## src/rtl/character_motion_controller_pkg.sv

```systemverilog
//------------------------------------------------------------------------------
// pacman_defs -- shared directions, sprite codes, FSM states and pixel helper. Rev 1.0
//------------------------------------------------------------------------------
`default_nettype none

package pacman_defs;

    typedef enum logic [1:0] {
        DIR_RIGHT = 2'd0,
        DIR_LEFT  = 2'd1,
        DIR_UP    = 2'd2,
        DIR_DOWN  = 2'd3
    } dir_t;

    localparam logic [2:0] SPRITE_EMPTY  = 3'd0;
    localparam logic [2:0] SPRITE_WALL   = 3'd1;
    localparam logic [2:0] SPRITE_PELLET = 3'd2;

    localparam int DEF_TILE_SIZE = 5;
    localparam int DEF_MAP_W     = 21;
    localparam int DEF_MAP_H     = 21;

    typedef enum logic [2:0] {
        ST_IDLE      = 3'd0,
        ST_WAIT_DISP = 3'd1,
        ST_Q_REQ     = 3'd2,
        ST_W_REQ     = 3'd3,
        ST_Q_CUR     = 3'd4,
        ST_W_CUR     = 3'd5,
        ST_STEP      = 3'd6,
        ST_OUT       = 3'd7
    } cmc_state_t;

    // Right/left and up/down differ only in bit 0.
    function automatic dir_t dir_opposite(input dir_t d);
        return dir_t'(d ^ 2'b01);
    endfunction

    function automatic logic [7:0] tile_to_pix(input logic [7:0] origin,
                                               input logic [4:0] tile,
                                               input logic [7:0] tile_size,
                                               input logic [7:0] off);
        return origin + ({3'b000, tile} * tile_size) + off;
    endfunction

endpackage

`default_nettype wire

```

## src/rtl/character_motion_controller_if.sv

```systemverilog
//------------------------------------------------------------------------------
// character_motion_controller_if -- control, map query and position bus. Rev 1.0
//------------------------------------------------------------------------------
`default_nettype none

interface character_motion_controller_if;
    logic       en;
    logic       move_tick;
    logic       is_display_running;
    logic [1:0] dir_req;
    logic       dir_req_valid;
    logic [4:0] map_x;
    logic [4:0] map_y;
    logic [2:0] sprite_type;
    logic [7:0] char_vga_x;
    logic [7:0] char_vga_y;
    logic       orientation;
    logic       is_moving;
    logic       step_done;
    logic       tick_dropped;

    modport master (
        input  en, move_tick, is_display_running, dir_req, dir_req_valid, sprite_type,
        output map_x, map_y, char_vga_x, char_vga_y, orientation, is_moving,
               step_done, tick_dropped
    );

    modport slave (
        output en, move_tick, is_display_running, dir_req, dir_req_valid, sprite_type,
        input  map_x, map_y, char_vga_x, char_vga_y, orientation, is_moving,
               step_done, tick_dropped
    );
endinterface

`default_nettype wire

```

## src/rtl/character_motion_controller_tile_neighbour.sv

```systemverilog
//------------------------------------------------------------------------------
// tile_neighbour -- wrapped adjacent tile of (tile_x, tile_y) in direction dir. Rev 1.0
//------------------------------------------------------------------------------
`default_nettype none

module tile_neighbour
    import pacman_defs::*;
#(
    parameter int MAP_W = DEF_MAP_W,
    parameter int MAP_H = DEF_MAP_H
) (
    input  logic [4:0] tile_x_i,
    input  logic [4:0] tile_y_i,
    input  dir_t       dir_i,
    output logic [4:0] nb_x_o,
    output logic [4:0] nb_y_o
);
    localparam logic [4:0] LAST_X = 5'(MAP_W - 1);
    localparam logic [4:0] LAST_Y = 5'(MAP_H - 1);

    always_comb begin
        nb_x_o = tile_x_i;
        nb_y_o = tile_y_i;
        case (dir_i)
            DIR_RIGHT: nb_x_o = (tile_x_i == LAST_X) ? 5'd0 : tile_x_i + 5'd1;
            DIR_LEFT:  nb_x_o = (tile_x_i == 5'd0) ? LAST_X : tile_x_i - 5'd1;
            DIR_UP:    nb_y_o = (tile_y_i == 5'd0) ? LAST_Y : tile_y_i - 5'd1;
            DIR_DOWN:  nb_y_o = (tile_y_i == LAST_Y) ? 5'd0 : tile_y_i + 5'd1;
            default: begin
                nb_x_o = tile_x_i;
                nb_y_o = tile_y_i;
            end
        endcase
    end
endmodule

`default_nettype wire

```

## src/rtl/character_motion_controller.sv

```systemverilog
//------------------------------------------------------------------------------
// character_motion_controller -- steps one character through the tile map. Rev 1.0
//------------------------------------------------------------------------------
`default_nettype none

module character_motion_controller
    import pacman_defs::*;
#(
    parameter int TILE_SIZE   = DEF_TILE_SIZE,
    parameter int MAP_W       = DEF_MAP_W,
    parameter int MAP_H       = DEF_MAP_H,
    parameter int START_TX    = 10,
    parameter int START_TY    = 15,
    parameter int ORIGIN_X    = 0,
    parameter int ORIGIN_Y    = 0,
    parameter int MAP_LATENCY = 1
) (
    input  logic                          clock_50,
    input  logic                          reset,
    character_motion_controller_if.master bus
);
    localparam int               OFF_W     = (TILE_SIZE > 2) ? $clog2(TILE_SIZE) : 1;
    localparam logic [OFF_W-1:0] OFF_LAST  = OFF_W'(TILE_SIZE - 1);
    localparam logic [OFF_W-1:0] OFF_ONE   = OFF_W'(1);
    localparam logic [3:0]       LAT       = 4'(MAP_LATENCY);
    localparam logic [4:0]       START_X5  = 5'(START_TX);
    localparam logic [4:0]       START_Y5  = 5'(START_TY);
    localparam logic [7:0]       TS8       = 8'(TILE_SIZE);
    localparam logic [7:0]       ORG_X8    = 8'(ORIGIN_X);
    localparam logic [7:0]       ORG_Y8    = 8'(ORIGIN_Y);
    localparam logic [7:0]       RST_PIX_X = 8'(ORIGIN_X + START_TX * TILE_SIZE);
    localparam logic [7:0]       RST_PIX_Y = 8'(ORIGIN_Y + START_TY * TILE_SIZE);

    cmc_state_t       state_q, state_d;
    logic [4:0]       tile_x_q, tile_x_d;
    logic [4:0]       tile_y_q, tile_y_d;
    logic [OFF_W-1:0] offset_q, offset_d;
    dir_t             cur_dir_q, cur_dir_d;
    dir_t             req_dir_q, req_dir_d;
    logic             req_valid_q, req_valid_d;
    logic             is_moving_q, is_moving_d;
    logic             orient_q, orient_d;
    logic [4:0]       map_x_q, map_x_d;
    logic [4:0]       map_y_q, map_y_d;
    logic [3:0]       wait_q, wait_d;
    logic [7:0]       vga_x_q, vga_x_d;
    logic [7:0]       vga_y_q, vga_y_d;
    logic             step_done_q, step_done_d;
    logic             tick_dropped_q, tick_dropped_d;

    logic             w_aligned;
    logic             w_horiz;
    dir_t             w_nb_dir;
    logic [4:0]       w_nb_x;
    logic [4:0]       w_nb_y;
    logic [7:0]       w_off8;

    assign w_aligned = (offset_q == '0);
    assign w_horiz   = (cur_dir_q == DIR_RIGHT) || (cur_dir_q == DIR_LEFT);
    assign w_off8    = 8'(offset_q);
    // One neighbour unit serves both the map query and the tile carry in STEP.
    assign w_nb_dir  = (state_q == ST_Q_REQ) ? req_dir_q : cur_dir_q;

    tile_neighbour #(
        .MAP_W (MAP_W),
        .MAP_H (MAP_H)
    ) u_tile_neighbour (
        .tile_x_i (tile_x_q),
        .tile_y_i (tile_y_q),
        .dir_i    (w_nb_dir),
        .nb_x_o   (w_nb_x),
        .nb_y_o   (w_nb_y)
    );

    always_comb begin
        state_d        = state_q;
        tile_x_d       = tile_x_q;
        tile_y_d       = tile_y_q;
        offset_d       = offset_q;
        cur_dir_d      = cur_dir_q;
        req_dir_d      = req_dir_q;
        req_valid_d    = req_valid_q;
        is_moving_d    = is_moving_q;
        orient_d       = orient_q;
        map_x_d        = map_x_q;
        map_y_d        = map_y_q;
        wait_d         = wait_q;
        vga_x_d        = vga_x_q;
        vga_y_d        = vga_y_q;
        step_done_d    = 1'b0;
        tick_dropped_d = bus.move_tick && (state_q != ST_IDLE);

        case (state_q)
            ST_IDLE: begin
                if (bus.move_tick && bus.en) begin
                    req_dir_d   = dir_t'(bus.dir_req);
                    req_valid_d = bus.dir_req_valid;
                    state_d     = ST_WAIT_DISP;
                end
            end
            ST_WAIT_DISP: begin
                if (!bus.is_display_running) begin
                    if (!w_aligned) begin
                        // Mid-tile only a reversal is honoured, without a map lookup.
                        if (req_valid_q && (req_dir_q == dir_opposite(cur_dir_q))) begin
                            cur_dir_d = req_dir_q;
                        end
                        state_d = ST_STEP;
                    end else if (req_valid_q) begin
                        state_d = ST_Q_REQ;
                    end else if (is_moving_q) begin
                        state_d = ST_Q_CUR;
                    end else begin
                        state_d = ST_OUT;
                    end
                end
            end
            ST_Q_REQ, ST_Q_CUR: begin
                map_x_d = w_nb_x;
                map_y_d = w_nb_y;
                wait_d  = 4'd0;
                state_d = (state_q == ST_Q_REQ) ? ST_W_REQ : ST_W_CUR;
            end
            ST_W_REQ: begin
                if (wait_q == LAT) begin
                    if (bus.sprite_type != SPRITE_WALL) begin
                        cur_dir_d   = req_dir_q;
                        is_moving_d = 1'b1;
                        state_d     = ST_STEP;
                    end else if (is_moving_q) begin
                        state_d = ST_Q_CUR;
                    end else begin
                        state_d = ST_OUT;
                    end
                end else begin
                    wait_d = wait_q + 4'd1;
                end
            end
            ST_W_CUR: begin
                if (wait_q == LAT) begin
                    if (bus.sprite_type == SPRITE_WALL) begin
                        is_moving_d = 1'b0;
                        state_d     = ST_OUT;
                    end else begin
                        state_d = ST_STEP;
                    end
                end else begin
                    wait_d = wait_q + 4'd1;
                end
            end
            ST_STEP: begin
                case (cur_dir_q)
                    DIR_RIGHT, DIR_DOWN: begin
                        if (offset_q == OFF_LAST) begin
                            offset_d = '0;
                            if (cur_dir_q == DIR_RIGHT) tile_x_d = w_nb_x;
                            else                        tile_y_d = w_nb_y;
                        end else begin
                            offset_d = offset_q + OFF_ONE;
                        end
                    end
                    default: begin
                        if (offset_q == '0) begin
                            offset_d = OFF_LAST;
                            if (cur_dir_q == DIR_LEFT) tile_x_d = w_nb_x;
                            else                       tile_y_d = w_nb_y;
                        end else begin
                            offset_d = offset_q - OFF_ONE;
                        end
                    end
                endcase
                if (cur_dir_q == DIR_RIGHT) orient_d = 1'b0;
                if (cur_dir_q == DIR_LEFT)  orient_d = 1'b1;
                state_d = ST_OUT;
            end
            ST_OUT: begin
                vga_x_d     = tile_to_pix(ORG_X8, tile_x_q, TS8, w_horiz ? w_off8 : 8'd0);
                vga_y_d     = tile_to_pix(ORG_Y8, tile_y_q, TS8, w_horiz ? 8'd0 : w_off8);
                step_done_d = 1'b1;
                state_d     = ST_IDLE;
            end
            default: state_d = ST_IDLE;
        endcase
    end

    always_ff @(posedge clock_50) begin
        if (reset) begin
            state_q        <= ST_IDLE;
            tile_x_q       <= START_X5;
            tile_y_q       <= START_Y5;
            offset_q       <= '0;
            cur_dir_q      <= DIR_RIGHT;
            req_dir_q      <= DIR_RIGHT;
            req_valid_q    <= 1'b0;
            is_moving_q    <= 1'b0;
            orient_q       <= 1'b0;
            map_x_q        <= START_X5;
            map_y_q        <= START_Y5;
            wait_q         <= 4'd0;
            vga_x_q        <= RST_PIX_X;
            vga_y_q        <= RST_PIX_Y;
            step_done_q    <= 1'b0;
            tick_dropped_q <= 1'b0;
        end else begin
            state_q        <= state_d;
            tile_x_q       <= tile_x_d;
            tile_y_q       <= tile_y_d;
            offset_q       <= offset_d;
            cur_dir_q      <= cur_dir_d;
            req_dir_q      <= req_dir_d;
            req_valid_q    <= req_valid_d;
            is_moving_q    <= is_moving_d;
            orient_q       <= orient_d;
            map_x_q        <= map_x_d;
            map_y_q        <= map_y_d;
            wait_q         <= wait_d;
            vga_x_q        <= vga_x_d;
            vga_y_q        <= vga_y_d;
            step_done_q    <= step_done_d;
            tick_dropped_q <= tick_dropped_d;
        end
    end

    assign bus.map_x        = map_x_q;
    assign bus.map_y        = map_y_q;
    assign bus.char_vga_x   = vga_x_q;
    assign bus.char_vga_y   = vga_y_q;
    assign bus.orientation  = orient_q;
    assign bus.is_moving    = is_moving_q;
    assign bus.step_done    = step_done_q;
    assign bus.tick_dropped = tick_dropped_q;
endmodule

`default_nettype wire

```

## src/flat_wrapper.sv

```systemverilog
// flat-port wrapper written by rule: the top's interface ports become plain ports
module character_motion_controller_flat import pacman_defs::*;
#(
    parameter int TILE_SIZE   = DEF_TILE_SIZE,
    parameter int MAP_W       = DEF_MAP_W,
    parameter int MAP_H       = DEF_MAP_H,
    parameter int START_TX    = 10,
    parameter int START_TY    = 15,
    parameter int ORIGIN_X    = 0,
    parameter int ORIGIN_Y    = 0,
    parameter int MAP_LATENCY = 1
)
  (clock_50, reset, bus_en, bus_move_tick, bus_is_display_running, bus_dir_req, bus_dir_req_valid, bus_sprite_type, bus_map_x, bus_map_y, bus_char_vga_x, bus_char_vga_y, bus_orientation, bus_is_moving, bus_step_done, bus_tick_dropped);
  character_motion_controller_if bus_i ();
  input  logic clock_50;
  input  logic reset;
  input wire logic [$bits(bus_i.en)-1:0] bus_en;
  input wire logic [$bits(bus_i.move_tick)-1:0] bus_move_tick;
  input wire logic [$bits(bus_i.is_display_running)-1:0] bus_is_display_running;
  input wire logic [$bits(bus_i.dir_req)-1:0] bus_dir_req;
  input wire logic [$bits(bus_i.dir_req_valid)-1:0] bus_dir_req_valid;
  input wire logic [$bits(bus_i.sprite_type)-1:0] bus_sprite_type;
  output wire logic [$bits(bus_i.map_x)-1:0] bus_map_x;
  output wire logic [$bits(bus_i.map_y)-1:0] bus_map_y;
  output wire logic [$bits(bus_i.char_vga_x)-1:0] bus_char_vga_x;
  output wire logic [$bits(bus_i.char_vga_y)-1:0] bus_char_vga_y;
  output wire logic [$bits(bus_i.orientation)-1:0] bus_orientation;
  output wire logic [$bits(bus_i.is_moving)-1:0] bus_is_moving;
  output wire logic [$bits(bus_i.step_done)-1:0] bus_step_done;
  output wire logic [$bits(bus_i.tick_dropped)-1:0] bus_tick_dropped;
  assign bus_i.en = bus_en;
  assign bus_i.move_tick = bus_move_tick;
  assign bus_i.is_display_running = bus_is_display_running;
  assign bus_i.dir_req = bus_dir_req;
  assign bus_i.dir_req_valid = bus_dir_req_valid;
  assign bus_i.sprite_type = bus_sprite_type;
  assign bus_map_x = bus_i.map_x;
  assign bus_map_y = bus_i.map_y;
  assign bus_char_vga_x = bus_i.char_vga_x;
  assign bus_char_vga_y = bus_i.char_vga_y;
  assign bus_orientation = bus_i.orientation;
  assign bus_is_moving = bus_i.is_moving;
  assign bus_step_done = bus_i.step_done;
  assign bus_tick_dropped = bus_i.tick_dropped;
  character_motion_controller #(.TILE_SIZE(TILE_SIZE), .MAP_W(MAP_W), .MAP_H(MAP_H), .START_TX(START_TX), .START_TY(START_TY), .ORIGIN_X(ORIGIN_X), .ORIGIN_Y(ORIGIN_Y), .MAP_LATENCY(MAP_LATENCY)) u_core (.clock_50(clock_50), .reset(reset), .bus(bus_i));
endmodule
```

## config.mk

```make
export PLATFORM = sky130hd
export DESIGN_NAME = character_motion_controller_flat
export DESIGN_NICKNAME = d
export VERILOG_FILES = /design/src/rtl/character_motion_controller_pkg.sv /design/src/rtl/character_motion_controller_if.sv /design/src/rtl/character_motion_controller_tile_neighbour.sv /design/src/rtl/character_motion_controller.sv /design/src/flat_wrapper.sv
export SDC_FILE = /design/constraint.sdc
export NUM_CORES = 1
export LEC_CHECK = 0
export CORE_MARGIN = 3
export CORE_UTILIZATION = 57
export CTS_BUF_LIST = sky130_fd_sc_hd__clkbuf_16
export DETAILED_ROUTE_END_ITERATION = 16
export PLACE_DENSITY = 0.8
export REMOVE_ABC_BUFFERS = 1
export SYNTH_ARGS = -nofsm -noshare
export SYNTH_HDL_FRONTEND = slang
export SYNTH_HIERARCHICAL = 1
export SYNTH_SLANG_ARGS = --single-unit
export TNS_END_PERCENT = 20
```

## constraint.sdc

```tcl
create_clock -name clock_50 -period 3.15 [get_ports clock_50]
set_clock_uncertainty 0.05 [all_clocks]
set_input_delay 0.4725 -clock clock_50 [delete_from_list [all_inputs] [get_ports clock_50]]
set_output_delay 0.4725 -clock clock_50 [all_outputs]
set_load 0.01 [all_outputs]
```

==> flow_metrics.tcl, run 1 <==
set metrics [dict create \
    outcome "finished, final reports clean" \
    crit_path_max_fanout 7 \
    drive_gt1_frac 0.0524 \
    antenna_left 0 \
    leakage_nw 1.81 \
    rsz0062_at_grt "no" \
    yosysTopAreaCellShare 0.306 \
    yosysTopAreaCell "dfxtp_1" \
    fmaxAchievable_mhz 340 \
    cap_violations 0 \
    worst_slack_ns 0.213 \
    drtIter0Drc 171 \
    place_ws_ns 0.254 \
    drc 0 \
    critPathCaptureType "register" \
    tritoncts "built" \
    final_cell_count_no_fill 552 \
    yosys-top-cells-area "dfxtp_1 31%, ha_1 15%, nand2_1 6.4%" \
    layout.nets 532 \
    tightestPinTransition_ns 1.08 \
    worstHoldPathCells 2 \
    power_density_nw_per_um2 365 \
    grt_pass1_vias 3104 \
    wire_per_inst_um 14.7 \
    async_flop_share 0 \
    finalWeightedCongestion 0.974 \
    synthTopCellsByCount "61 x nand2_1, 55 x dfxtp_1, 43 x ha_1" \
    h-tree-depth 2 \
    dr.pass1.iters 5 \
    syn_area_per_cell_um2 8.09 \
    hold_path.class "register to register" \
    root_buffer "clkbuf_16" \
    multi_input_area_um2 2300 \
    required_ns 3.29 \
    hold_viol 0 \
    fillers 499 \
    synth_edf_count 0 \
    yosysMostFrequentCell "nand2_1" \
    seq_area_um2 1100 \
    period_needed_ns 2.94 \
    track_usage 0.231 \
    synth-main-ff-cell "dfxtp_1" \
    synth.ff_latch_count 55 \
    vias 3268 \
    grt_pass1_wl_mm 14.1 \
    post-route-period-util 0.932 \
    rows 28 \
    synth_area_um2 3600 \
    area_growth_pct 16.3 \
    critPathKind "register to register" \
    p_total_mw 1.53 \
    dieWidth_um 85.5 \
    cts_sinks 55 \
    post_cts_buffers 0 \
    r2r_start "u_core/cur_dir_q[0]" \
    totalWireLength_mm 8.13 \
    min_delay_worst_endpoint "u_core/bus.char_vga_x[6]" \
    ir_drop_v 0.000270 \
    final_core_util 0.694 \
    r2r_setup_slack_ns 0.21 \
    setup_tns_ns 0 \
    placed_cells 544 \
    cts_buffers 5 \
    clk_latency_ns 0.29 \
    rr_worst_depth 11 \
    core_area_um2 6030 \
    initial_core_util 0.597 \
    ys_types 54 \
    grt_max_degree 36 \
    finalSetupViolCount 0 \
    hold_buffers 0 \
    clk_transition_reported_paths_ns 0.07 \
    viasPerCell 5.92 \
    pin_count 41 \
    start_kind "register" \
    port_buffers 40 \
    die_h_um 85.5 \
    synth_seq_area_share 0.306 \
    diodes 0 \
    hp-start "u_core/bus.char_vga_x[6]" \
    antenna_found_initial 0 \
    clockBufferDepth 2 \
    grt_remaining_overflow 0 \
    slew_headroom 0.270 \
    cts_resized 0 \
    cp.arrival_ns 3.07 \
    syn_inst 445 \
    synth_warnings 6 \
    hpwl_mm 6.08 \
    drv_slew 0 \
    reg2reg_to "u_core/bus.char_vga_y[5]" \
    dieArea_um2 7300 \
]
stage by stage:
| step | hold slack (ns) | area (µm²) |
|---|---|---|
| final | 0.407 | 4180 |
| after floorplan | 0.420 | 3480 |
| after CTS | 0.406 | 4180 |
| after global placement | 0.390 | 4030 |
| after detailed placement | 0.396 | 4030 |
| after global routing | 0.422 | 4180 |
critical path, stage by stage, from the launching register on:
cell and delay, ns:
dfxtp_1 0.39, inv_1 0.08, ha_1 0.28, nor3_1 0.24, ha_1 0.29, ha_1 0.23
fa_1 0.41, a21o_1 0.20, a21oi_1 0.22, xor2_1 0.17, nor3_1 0.06, a31o_2 0.24
power breakdown:
group / internal (mW) / switching, mW
Combinational: 0.0938 / 0.125
Sequential: 0.720 / 0.0160
Clock: 0.304 / 0.267
registers in the layout, indices dropped and copies added (netlist names), 2 cells and up:
signal,flops
u_core/state_q,3
u_core/tile_y_q,5
u_core/tile_x_q,5
u_core/req_dir_q,2
u_core/bus.map_y,5
u_core/bus.char_vga_y,8
u_core/offset_q,3
u_core/wait_q,4
u_core/cur_dir_q,2
u_core/bus.map_x,5
u_core/bus.char_vga_x,8
placed cells by master (no fill, tap or decap), drive strengths merged, types with 3 or more instances in the layout:
| cell | n |
|---|---|
| nand2 | 61 |
| dfxtp | 55 |
| ha | 43 |
| clkdlybuf4s50 | 40 |
| a21oi | 35 |
| nor2 | 34 |
| o21ai | 25 |
| nand3 | 21 |
| inv | 21 |
| nor3 | 15 |
| mux2i | 14 |
| xor2 | 10 |
| a31oi | 9 |
| nand2b | 8 |
| buf | 8 |
| xnor2 | 6 |
| nor3b | 6 |
| and3 | 6 |
| clkbuf | 5 |
| a211oi | 5 |
| o211ai | 5 |
| a21o | 4 |
| or3 | 3 |
| o31a | 3 |
| nand3b | 3 |
| a221oi | 3 |
area by class of cell:
cell class / instances / share of cell area
clock buffers: 5 / 0.0299
repair buffers: 48 / 0.110
flip-flops and latches: 55 / 0.263
multi-input cells: 346 / 0.550
clock inverters: 3 / 0.00688
well taps: 75 / 0.0224
inverters: 20 / 0.0179
worst max-delay path by stage:
stage | start | endpoint | slack (ns)
floorplan | u_core/state_q[2] | u_core/tile_x_q[3] | 0.48
global placement | u_core/cur_dir_q[1] | u_core/bus.char_vga_y[5] | 0.34
detailed placement | u_core/cur_dir_q[0] | u_core/bus.char_vga_y[5] | 0.25
CTS | u_core/cur_dir_q[0] | u_core/bus.char_vga_y[5] | 0.23
global route | u_core/cur_dir_q[1] | u_core/bus.char_vga_y[6] | 0.06
finish | u_core/cur_dir_q[0] | u_core/bus.char_vga_y[5] | 0.21
kinds of logic (layout without fill, tap and decap cells):
group | Yosys count | after routing | share of synthesized area
and+or+nand+nor | 167 | 167 | 0.221
muxes | 14 | 14 | 0.0389
DFF | 55 | 55 | 0.306
AOI/OAI and AO/OA | 104 | 104 | 0.180
adders and majority gates | 45 | 45 | 0.161
xor gates and xnor gates | 16 | 16 | 0.0389
buffers and inverters | 44 | 76 | 0.0549
layer usage:
| layer | up-vias | global-route usage | wire length (µm) |
|---|---|---|---|
| met4 | 0 | 0.0676 | 143 |
| met1 | 1525 | 0.297 | 3780 |
| met3 | 18 | 0.0291 | 332 |
| met2 | 90 | 0.404 | 3870 |
| met5 | - | 0 | 0 |
| li1 | 1635 | - | - |
No activity file was read; power rests on OpenSTA's default activity.
==> run 2, diff against run 1 <==
clock period = 3.2 ns   (was 3.15 ns; I/O delays follow)
==> run 2 against run 1 <==
Effect of this change: sequential share of layout area grew 0.12 points; non-clock buffer count shrank 2; first-iteration DRC count grew 27%; setup slack gained 0.046 ns; wire length grew 0.37%; sequential power shrank 2%; critical endpoint unchanged; largest cell class unchanged.
==> flow_metrics.tcl, run 2 (same netlist as run 1, synthesis figures left out) <==
set metrics [dict create \
    outcome "finished, final reports clean" \
    fillers 491 \
    hold_buffers 0 \
    h-tree-depth 2 \
    layout.nets 530 \
    placed_cells 542 \
    cp_top_family "adder cells" \
    drive_gt1_frac 0.0484 \
    rows 28 \
    whs_ns 0.406 \
    clk_transition_reported_paths_ns 0.08 \
    grt_max_degree 36 \
    hpwl_mm 6.01 \
    critPathBufInv 1 \
    cts_resized 0 \
    dieArea_um2 7300 \
    critPathKind "register to register" \
    die_h_um 85.5 \
    pin_count 41 \
    leakage_nw 1.80 \
    cp_slowest_cell "fa_1" \
    post_cts_buffers 0 \
    viasPerCell 5.87 \
    rsz0062_at_grt "no" \
    hold_path.class "register to register" \
    drtIter0Drc 218 \
    cp.arrival_ns 3.07 \
    grt_pass1_vias 3118 \
    totalWireLength_mm 8.16 \
    fmaxAchievable_mhz 340 \
    root_buffer "clkbuf_16" \
    period_needed_ns 2.94 \
    worstPathCellList "inv_1, ha_1, nor3_1, ha_1, ha_1, fa_1, a21o_1, a21oi_1, xor2_1, nor3_1, a31o_2" \
    setup_tns_ns 0 \
    grt_pass1_wl_mm 14.3 \
    cts_buffers 5 \
    area_growth_pct 15.8 \
    drv_slew 0 \
    cts_sinks 55 \
    post-route-period-util 0.919 \
    port_buffers 40 \
    grt_remaining_overflow 0 \
    initial_core_util 0.597 \
    track_usage 0.235 \
    drc 0 \
    slew_headroom 0.253 \
    required_ns 3.33 \
    tightestPinTransition_ns 1.11 \
    tritoncts "built" \
    start_kind "register" \
    layout_commonest_cell "nand2_1" \
    ir_drop_v 0.000338 \
    hold_viol 0 \
    vias 3230 \
    crit_path_max_fanout 7 \
    antenna_left 0 \
    power_density_nw_per_um2 356 \
    dr.pass1.iters 5 \
    diodes 0 \
    final_cell_count_no_fill 550 \
    wire_per_inst_um 14.8 \
    dieWidth_um 85.5 \
    slowest_delay_ns 0.41 \
    clk_latency_ns 0.29 \
    clockBufferDepth 2 \
    antenna_found_initial 0 \
    finalSetupViolCount 0 \
    final_cell_mix "61 x nand2_1, 55 x dfxtp_1, 43 x ha_1" \
    cpMostUsedCell "ha_1" \
    finalWeightedCongestion 0.945 \
    core_area_um2 6030 \
    cap_violations 0 \
    critPathCaptureType "register" \
]
-- run 2: changes by cell type in the layout (fill, tap and decap cells not counted), sizes merged --
cell	change
clkinvlp	+1
buf	-2
inv	-1
-- run 2: path summary, 6_finish.rpt --
check	startpoint	to	slack, ns	cells past startpoint
worst min register to register	u_core/bus.map_y[4]	u_core/bus.map_y[4]	0.41	2
worst max-delay path	u_core/cur_dir_q[1]	u_core/bus.char_vga_y[5]	0.26	11
worst max register to register	u_core/cur_dir_q[1]	u_core/bus.char_vga_y[5]	0.26	11
worst min-delay path	u_core/bus.map_y[4]	u_core/bus.map_y[4]	0.41	2
-- run 2: worst reg2reg max path, delay by kind of cell, from the launching register on --
family | cells | cell delay, ns
fa+ha+maj | 4 | 1.17
buf+inv | 1 | 0.09
xor+xnor | 1 | 0.17
simple gates | 2 | 0.32
compound gates | 3 | 0.67
flops | 1 | 0.37
-- run 2: per-stage QoR --
stage / instance area [µm²] / power [mW] / worst slack, ns / utilization
floorplan: 3480 / 0.861 / 0.534 / -
finish: 4170 / 1.48 / 0.259 / 0.691
detailed placement: 4020 / 0.953 / 0.310 / 0.666
global route: 4170 / 1.56 / 0.0771 / 0.691
global placement: 4020 / 0.948 / 0.398 / 0.666
CTS: 4170 / 1.50 / 0.291 / 0.691
-- run 2: layout make-up --
type | instances | area (µm²) | share of cell area
flip-flops and latches | 55 | 1100 | 0.264
inverters | 20 | 75.1 | 0.0180
repair buffers | 46 | 445 | 0.107
multi-input cells | 346 | 2300 | 0.552
clock inverters | 3 | 25.0 | 0.00601
well taps | 75 | 93.8 | 0.0225
clock buffers | 5 | 125 | 0.0300
-- run 2: power by group --
part           switching (mW)  internal, mW
Combinational           0.124        0.0923
Sequential             0.0151         0.709
Clock                   0.250         0.293
Total                   0.389          1.09
-- run 2: routing by layer --
metal  GRT usage  vias to the layer above  share of wire
met4      0.0590                        0          0.015
met2       0.403                       84           0.48
met3      0.0330                       13          0.043
met1       0.312                     1512           0.46
met5           0                        -              0
li1            -                     1621              -
